File: src/rtl/subt_seq.sv
// Multi-nibble subtraction sequencer: drives one external 4-bit ripple subtractor
// LSB-first and accumulates a W-bit difference. Optional macro: SUBT_SEQ_SIGNED_EN.
module subt_seq #(
  localparam int unsigned NIB = 4,
  localparam int unsigned W   = 4 * NIB
) (
  input  logic         clk,
  input  logic         rst,
  input  logic         start,
  input  logic [W-1:0] opa,
  input  logic [W-1:0] opb,
  output logic [3:0]   sub_a,
  output logic [3:0]   sub_b,
  output logic         sub_bin,
  input  logic [3:0]   sub_d,
  input  logic         sub_bout,
  output logic         busy,
  output logic         done,
  output logic [W-1:0] result,
  output logic         bout,
  output logic         ovf
);

  localparam int unsigned IDXW = (NIB > 1) ? $clog2(NIB) : 1;

  typedef enum logic [1:0] {
    ST_IDLE,
    ST_RUN,
    ST_DONE
  } state_t;

  state_t          r_state;
  state_t          w_state_nxt;
  logic [IDXW-1:0] r_idx;
  logic            r_borrow;
  logic [W-1:0]    r_opa;
  logic [W-1:0]    r_opb;
  logic [W-1:0]    r_result;
  logic            r_bout;
  logic            r_done;
  logic            w_last;

  assign w_last = (r_idx == IDXW'(NIB - 1));

  always_ff @(posedge clk or posedge rst) begin
    if (rst) r_state <= ST_IDLE;
    else     r_state <= w_state_nxt;
  end

  always_comb begin
    w_state_nxt = r_state;
    case (r_state)
      ST_IDLE: if (start) w_state_nxt = ST_RUN;
      ST_RUN:  if (w_last) w_state_nxt = ST_DONE;
      ST_DONE: w_state_nxt = ST_IDLE;
      default: w_state_nxt = ST_IDLE;
    endcase
  end

  // Nibble select toward the subtractor; everything idles at zero outside RUN.
  always_comb begin
    sub_a   = '0;
    sub_b   = '0;
    sub_bin = 1'b0;
    if (r_state == ST_RUN) begin
      sub_bin = r_borrow;
      for (int unsigned i = 0; i < NIB; i++) begin
        if (r_idx == IDXW'(i)) begin
          sub_a = r_opa[4*i +: 4];
          sub_b = r_opb[4*i +: 4];
        end
      end
    end
  end

  always_ff @(posedge clk or posedge rst) begin
    if (rst) begin
      r_idx    <= '0;
      r_borrow <= 1'b0;
      r_opa    <= '0;
      r_opb    <= '0;
      r_result <= '0;
      r_bout   <= 1'b0;
    end else begin
      case (r_state)
        ST_IDLE: begin
          if (start) begin
            r_opa    <= opa;
            r_opb    <= opb;
            r_idx    <= '0;
            r_borrow <= 1'b0;
          end
        end
        ST_RUN: begin
          for (int unsigned i = 0; i < NIB; i++) begin
            if (r_idx == IDXW'(i)) r_result[4*i +: 4] <= sub_d;
          end
          r_borrow <= sub_bout;
          if (w_last) begin
            r_idx  <= '0;
            r_bout <= sub_bout;
          end else begin
            r_idx <= r_idx + 1'b1;
          end
        end
        default: ;
      endcase
    end
  end

  // done is registered off the DONE state, so the pulse lands NIB+1 edges after
  // the accepting edge while the FSM is already back in IDLE.
  always_ff @(posedge clk or posedge rst) begin
    if (rst) r_done <= 1'b0;
    else     r_done <= (r_state == ST_DONE);
  end

`ifdef SUBT_SEQ_SIGNED_EN
  logic r_ovf;

  always_ff @(posedge clk or posedge rst) begin
    if (rst) begin
      r_ovf <= 1'b0;
    end else if (r_state == ST_RUN && w_last) begin
      r_ovf <= (r_opa[W-1] != r_opb[W-1]) && (sub_d[3] != r_opa[W-1]);
    end
  end

  assign ovf = r_ovf;
`else
  assign ovf = 1'b0;
`endif

  assign busy   = (r_state == ST_RUN);
  assign done   = r_done;
  assign result = r_result;
  assign bout   = r_bout;

endmodule

File: config.mk
export PLATFORM = sky130hd
export DESIGN_NAME = subt_seq
export DESIGN_NICKNAME = d
export VERILOG_FILES = /design/src/rtl/subt_seq.sv
export SDC_FILE = /design/constraint.sdc
export NUM_CORES = 1
export LEC_CHECK = 0
export ABC_AREA = 1
export ABC_CLOCK_PERIOD_IN_PS = 1900
export BUFFER_PORTS_ARGS = -buffer_cell sky130_fd_sc_hd__buf_2
export CORE_MARGIN = 5
export CORE_UTILIZATION = 37
export CTS_CLUSTER_SIZE = 8
export DETAILED_ROUTE_END_ITERATION = 8
export PLACE_DENSITY_LB_ADDON = 0.2
export RECOVER_POWER = 100
export SETUP_SLACK_MARGIN = 0.05
export SYNTH_ARGS = -nofsm -noshare
export SYNTH_HDL_FRONTEND = slang
export SYNTH_SLANG_ARGS = --single-unit
File: constraint.sdc
create_clock -name clk -period 1.9 [get_ports clk]
set_input_delay 0 -clock clk [delete_from_list [all_inputs] [get_ports clk]]
set_output_delay 0 -clock clk [all_outputs]
set_load 0.005 [all_outputs]
==> impl_metrics.tcl, run 1 <==
set metrics [dict create \
    multiInputGateArea_sq_um 845 \
    via_per_inst 4.42 \
    synth.distinct_cells 18 \
    hold_class "input pin to flip-flop" \
    timing.fmax_mhz 581 \
    numCtsBuffers 5 \
    switching_power_mw 1.86 \
    rsz0062_at_grt "true" \
    finalWeightedCongestion 0.748 \
    hold_violations 0 \
    synth_common_cells "nand2_1, dfrtp_1, inv_1" \
    synth_area_leaders "dfrtp_1, nand2_1, o21ai_0, inv_1, nor2_1" \
    synthesis.nets 344 \
    initial_core_util_pct 37.4 \
    gr-usage-met3_pct 3.45 \
    worst_setup_path_end_kind "output port" \
    maxCapViolations 0 \
    synthMostInstantiatedCell "nand2_1" \
    nNetsFinal 447 \
    worstSetupStartpointType "flip-flop" \
    io_buffers 67 \
    seqPwrFrac_pct 42.6 \
    insertion_delay_ns 0.31 \
    wire_per_inst_um 12.5 \
    cp_num_buf_inv 3 \
    grt-ovfl-total 0 \
    seq_area_sq_um 1380 \
    drive_gt1_share_pct 19.6 \
    antenna_found_initial 0 \
    design_area_sq_um 3330 \
    fillers 698 \
    intPower_mw 2.94 \
    syn_inst 300 \
    wirelength_um 6030 \
    final_max_slew_viol_count 0 \
    cp_cell_sequence "inv_1 > ha_1 > clkinvlp_4 > nor2_1 > nor2_1 > nand2_1 > nand2_1 > buf_2" \
    yosys.area.top_type "dfrtp_1" \
    cts_tree "yes" \
    clockBufferDepth 2 \
    ys_warn_count 0 \
    fin_worst_skew_ns 0.00554 \
    synth.cell_area_sq_um 2500 \
    fp.dieW_um 92.2 \
    worstPathArrival_ns 1.72 \
    coreArea_sq_um 6680 \
    ys.flop_type "dfrtp_1" \
    fin_crit_ns 1.72 \
    io_pins 69 \
    comb_power_share_pct 40.6 \
    grt_pass1_vias 2200 \
    die_area_sq_um 8490 \
    swShare_pct 38.7 \
    first_iter_violations 60 \
    use_met1_pct 19.0 \
    avgSynthCellArea_sq_um 8.32 \
    setup_viol 0 \
    dp_hpwl_um 4130 \
    gr-usage-met2_pct 26.0 \
    critPathSlowestCell "dfrtp_1" \
    fin_crit_sh_pct 90.6 \
    grt_busiest_layer "met2" \
    root_buffer "clkbuf_8" \
    final.setup.tns_ns 0 \
    grt_use_total_pct 15.0 \
    drc 0 \
    critPathMaxFanout 8 \
    drt_pre_antenna_iters 4 \
    peakVddDrop_mv 0.531 \
    die_y_um 92.2 \
    cts.sinks 55 \
    synth_edf_count 0 \
    path_delay_family "buffers and inverters" \
    slowest_delay_ns 0.43 \
    worst_pin_slew_ns 0.824 \
    cts_setup_buffers 0 \
    synth_seq_cells 55 \
    p_leak_nw 1.84 \
    pre_cts_slack_ns 0.381 \
    clk_pin_slew_ns 0.10 \
    rows 30 \
    grt_max_degree 66 \
    synthArstFlopShare_pct 100 \
    diodes 0 \
    crit_type "flip-flop to output port" \
    clockPowerShare_pct 16.8 \
    htreeDepth 2 \
    powerDensity_nw_per_um2 1440 \
    antenna_left 0 \
    grt_first_pass_wirelength_um 10200 \
    ys_seq_area_share_pct 55.1 \
    required_ns 1.90 \
    placed_area_sq_um 2900 \
    syn_to_final_growth_pct 33.4 \
    finalWorstSetupSlack_ns 0.178 \
    slew_headroom_pct 45.0 \
    status "finished, final reports clean" \
    num_vias 2139 \
    synth_top_area_share_pct 55.1 \
]
## sequential cells by signal, indices dropped and copies added (netlist names)
signal and flops:
done 1, r_idx 2, result 16, bout 1, r_borrow 1, r_opa 16
r_opb 16, r_state 2
## kinds of logic after synthesis
kind of cell / share of synthesized area [%]
simple gates: 19.2
other cells: 0.150
flops: 55.1
compound gates: 12.8
buf+inv: 10.8
fa+ha+maj: 2.00
## worst paths after layout
| check | depth (start not counted) | end | slack, ns | startpoint |
|---|---|---|---|---|
| setup / recovery | 8 | sub_b[2] | 0.18 | r_idx[0] |
| setup reg to reg | 4 | r_opb[6] | 0.45 | r_state[1] |
| hold / removal | 3 | result[10] | 0.02 | sub_d[2] |
| max in group asynchronous | 4 | done | 0.57 | rst |
| hold reg to reg | 2 | bout | 0.48 | bout |
| min in group asynchronous | 3 | r_opb[8] | 0.39 | rst |
## placed cells by master, fill, tap and decap left out
master | netlist | layout
bufinv_16 | 0 | 1
o21ai_1 | 12 | 1
clkbuf_1 | 2 | 9
clkinv_2 | 0 | 1
o21ai_2 | 5 | 1
conb_1 | 1 | 1
nand3_2 | 1 | 2
o21ai_0 | 35 | 50
dlygate4sd3_1 | 0 | 35
ha_1 | 4 | 3
a21oi_1 | 8 | 8
inv_2 | 3 | 1
nand3_1 | 9 | 8
clkinvlp_4 | 0 | 1
nor2_4 | 1 | 1
buf_2 | 2 | 59
buf_4 | 4 | 2
clkbuf_4 | 0 | 1
clkbuf_8 | 0 | 6
ha_2 | 0 | 1
inv_1 | 44 | 45
nor2_1 | 18 | 18
nand2_1 | 92 | 92
dfrtp_1 | 55 | 55
clkbuf_2 | 0 | 2
## power groups by stage
| stage | registers (mW) | logic (mW) | clock network [mW] |
|---|---|---|---|
| 3_5_place_dp | 2.06 | 2.01 | 0 |
| 6_report | 2.04 | 1.95 | 0.804 |
| 5_1_grt | 2.12 | 2.25 | 0.868 |
| 3_3_place_gp | 2.05 | 1.99 | 0 |
| 4_1_cts | 2.04 | 2.07 | 0.823 |
| 2_1_floorplan | 2.01 | 1.31 | 0 |
## tightest hold or removal path, delay by kind of cell
| kind | cells | cell delay [ns] |
|---|---|---|
| buffers and inverters | 2 | 0.13 |
| AOI/OAI and AO/OA | 1 | 0.15 |
## routing by layer
layer	vias to the layer above	share of wire [%]	routed length [um]
met5	-	0	0
met4	0	0.85	51
met3	5	5.1	309
met2	53	48	2900
met1	957	46	2780
li1	1124	-	-
## repair_timing
item / in CTS / in global routing
resized for setup: 1 / 2
setup endpoints to repair: 8 / 8
hold buffers: 34 / 1
hold endpoints to repair: 53 / 1
## cell type report
type	instances	area share, %
Sequential cell	55	41.3
Multi-Input combinational cell	186	25.4
Inverter	47	5.41
Timing Repair Buffer	108	21.4
Tap cell	80	3.01
Clock buffer	6	2.48
Clock inverter	2	1.05
## stage by stage
step                std cells  hold slack, ns  utilization (%)  power [mW]
floorplan                 300           0.129                -        3.32
global placement          441          0.0311             43.4        4.03
detailed placement        441          0.0411             43.4        4.07
CTS                       483        0.000177             50.3        4.94
global route              484          0.0247             49.9        5.24
finish                    484          0.0156             49.9        4.79
(Power assumes the default switching activity.)
==> inputs of run 2 (changes only) <==
==> constraint.sdc (replaced) <==
create_clock -name clk -period 1.9 [get_ports clk]
set_input_delay 0 -clock clk [delete_from_list [all_inputs] [get_ports clk]]
set_output_delay 0 -clock clk [all_outputs]
set_load 0.02 [all_outputs]
==> impl_metrics.tcl, run 2 (same netlist as run 1, synthesis figures left out) <==
set metrics [dict create \
    status "finished, final reports clean" \
    swShare_pct 44.8 \
    io_buffers 67 \
    worstPathArrival_ns 1.69 \
    use_met1_pct 19.0 \
    gr-usage-met2_pct 24.3 \
    critPathCapture "sub_a[3]" \
    drt_pre_antenna_iters 4 \
    critPathMaxFanout 8 \
    wirelength_um 5940 \
    grt-ovfl-total 0 \
    final.setup.tns_ns 0 \
    path_delay_family "flip-flops" \
    worstSetupStartpointType "flip-flop" \
    intPower_mw 2.77 \
    root_buffer "clkbuf_8" \
    insertion_delay_ns 0.30 \
    worst_setup_path_end_kind "output port" \
    drc 0 \
    grt_first_pass_wirelength_um 9960 \
    crit_cells 8 \
    cts_tree "yes" \
    seqPwrFrac_pct 40.7 \
    io_pins 69 \
    die_y_um 92.2 \
    grt_pass1_vias 2166 \
    powerDensity_nw_per_um2 1520 \
    crit_start "r_idx[0]" \
    p_total_mw 5.02 \
    grt_use_total_pct 14.6 \
    fin_worst_skew_ns 0.00728 \
    first_iter_violations 100 \
    fin_crit_ns 1.69 \
    cp_cell_sequence "inv_2 > ha_2 > clkinvlp_4 > nor2_1 > nor2_1 > nand2_1 > nand2_1 > clkbuf_2" \
    maxCapViolations 0 \
    htreeDepth 2 \
    antenna_found_initial 0 \
    hold_violations 0 \
    peakVddDrop_mv 0.620 \
    worstRegToRegCells 5 \
    cts.sinks 55 \
    fp.dieW_um 92.2 \
    critPathSlowestCell "dfrtp_1" \
    mostFrequentLayoutCell "nand2_1" \
    multiInputGateArea_sq_um 861 \
    rows 30 \
    p_leak_nw 1.77 \
    slew_headroom_pct 50.8 \
    fin_crit_sh_pct 89.0 \
    coreArea_sq_um 6680 \
    gr-usage-met3_pct 2.21 \
    clockBufferDepth 2 \
    numCtsBuffers 5 \
    finalWeightedCongestion 0.746 \
    initial_core_util_pct 37.4 \
    syn_to_final_growth_pct 32.6 \
    rsz0062_at_grt "false" \
    grt_max_degree 46 \
    grt_busiest_layer "met2" \
    seq_area_sq_um 1380 \
    switching_power_mw 2.25 \
    diodes 0 \
    dp_hpwl_um 4030 \
    clockPowerShare_pct 12.0 \
    setup_viol 0 \
    final_max_slew_viol_count 0 \
    crit_type "flip-flop to output port" \
    antenna_left 0 \
    nNetsFinal 447 \
    via_per_inst 4.52 \
    wire_per_inst_um 12.3 \
    timing.fmax_mhz 591 \
    comb_power_share_pct 47.4 \
    cp_num_buf_inv 3 \
    clk_pin_slew_ns 0.09 \
    fillers 676 \
    slowest_delay_ns 0.44 \
    r2r_slack_ns 0.36 \
    worst_pin_slew_ns 0.737 \
    regToRegStartpoint "r_state[1]" \
    final_cell_mix "nand2_1, dfrtp_1, o21ai_0, inv_1, buf_2" \
    die_area_sq_um 8490 \
    required_ns 1.90 \
    drive_gt1_share_pct 17.4 \
    cts_setup_buffers 0 \
    hold_class "input pin to flip-flop" \
    num_vias 2178 \
    r2r-end "r_opa[13]" \
]
-- run 2: cell types whose count changed in the layout (fill, tap and decap cells not counted), moves of 3 or more --
cell      before  now
buf_2         59   40
clkbuf_2       2    7
inv_2          1    4
inv_1         45   42
clkbuf_1       9   21
-- run 2: worst min path at each step --
stage                        start         end  slack [ns]  cells past startpoint
final                     sub_d[2]  result[14]        0.02                      3
after global routing      sub_d[2]   result[6]        0.07                      3
after CTS                 sub_d[2]  result[14]      0.0002                      3
after detailed placement       rst   result[2]        0.03                      2
after global placement         rst   result[2]        0.04                      2
after floorplan            opa[11]   r_opa[11]        0.13                      2
-- run 2: metrics by stage --
stage | area, sq um | util (%) | hold WS [ns] | setup WS, ns | instances
3_5_place_dp | 2900 | 43.4 | 0.0339 | 0.346 | 440
5_1_grt | 3310 | 49.6 | 0.0737 | 0.0411 | 482
3_3_place_gp | 2900 | 43.4 | 0.0358 | 0.378 | 440
6_report | 3310 | 49.6 | 0.0152 | 0.209 | 482
2_1_floorplan | 2500 | - | 0.129 | 0.557 | 300
4_1_cts | 3340 | 50.1 | 0.000241 | 0.115 | 482
-- run 2: repair_timing --
item | CTS | global route
setup endpoints to repair | 8 | 8
endpoints found under the hold margin | 54 | 0
cloned | 0 | 0
pin swaps | 0 | 1
resized for setup | 1 | 7
hold buffers | 36 | 0
-- run 2: area by class of cell --
cell class,instances,area share (%)
Clock buffer,5,2.08
Clock inverter,1,0.227
Inverter,47,5.44
Multi-Input combinational cell,186,26.0
Sequential cell,55,41.6
Tap cell,80,3.02
Timing Repair Buffer,108,21.7
-- run 2: worst reg2reg max path, cell delays in order (launching register included) --
cell	delay, ns
dfrtp_1	0.41
inv_1	0.18
nand3_2	0.36
buf_12	0.32
nand2_1	0.08
o21ai_0	0.08
-- run 2: metal layers --
metal  up-vias  routed length (um)
met5         -                   0
met4         0                 169
met3        14                 241
met2        55                2680
met1       982                2850
li1       1127                   -
-- run 2: power groups by stage --
stage	logic (mW)	clock network, mW	registers, mW
after floorplan	1.48	0	2.22
after global placement	2.37	0	2.04
after detailed placement	2.41	0	2.05
after CTS	2.48	0.631	2.03
after global routing	2.71	0.671	2.11
final	2.38	0.600	2.04
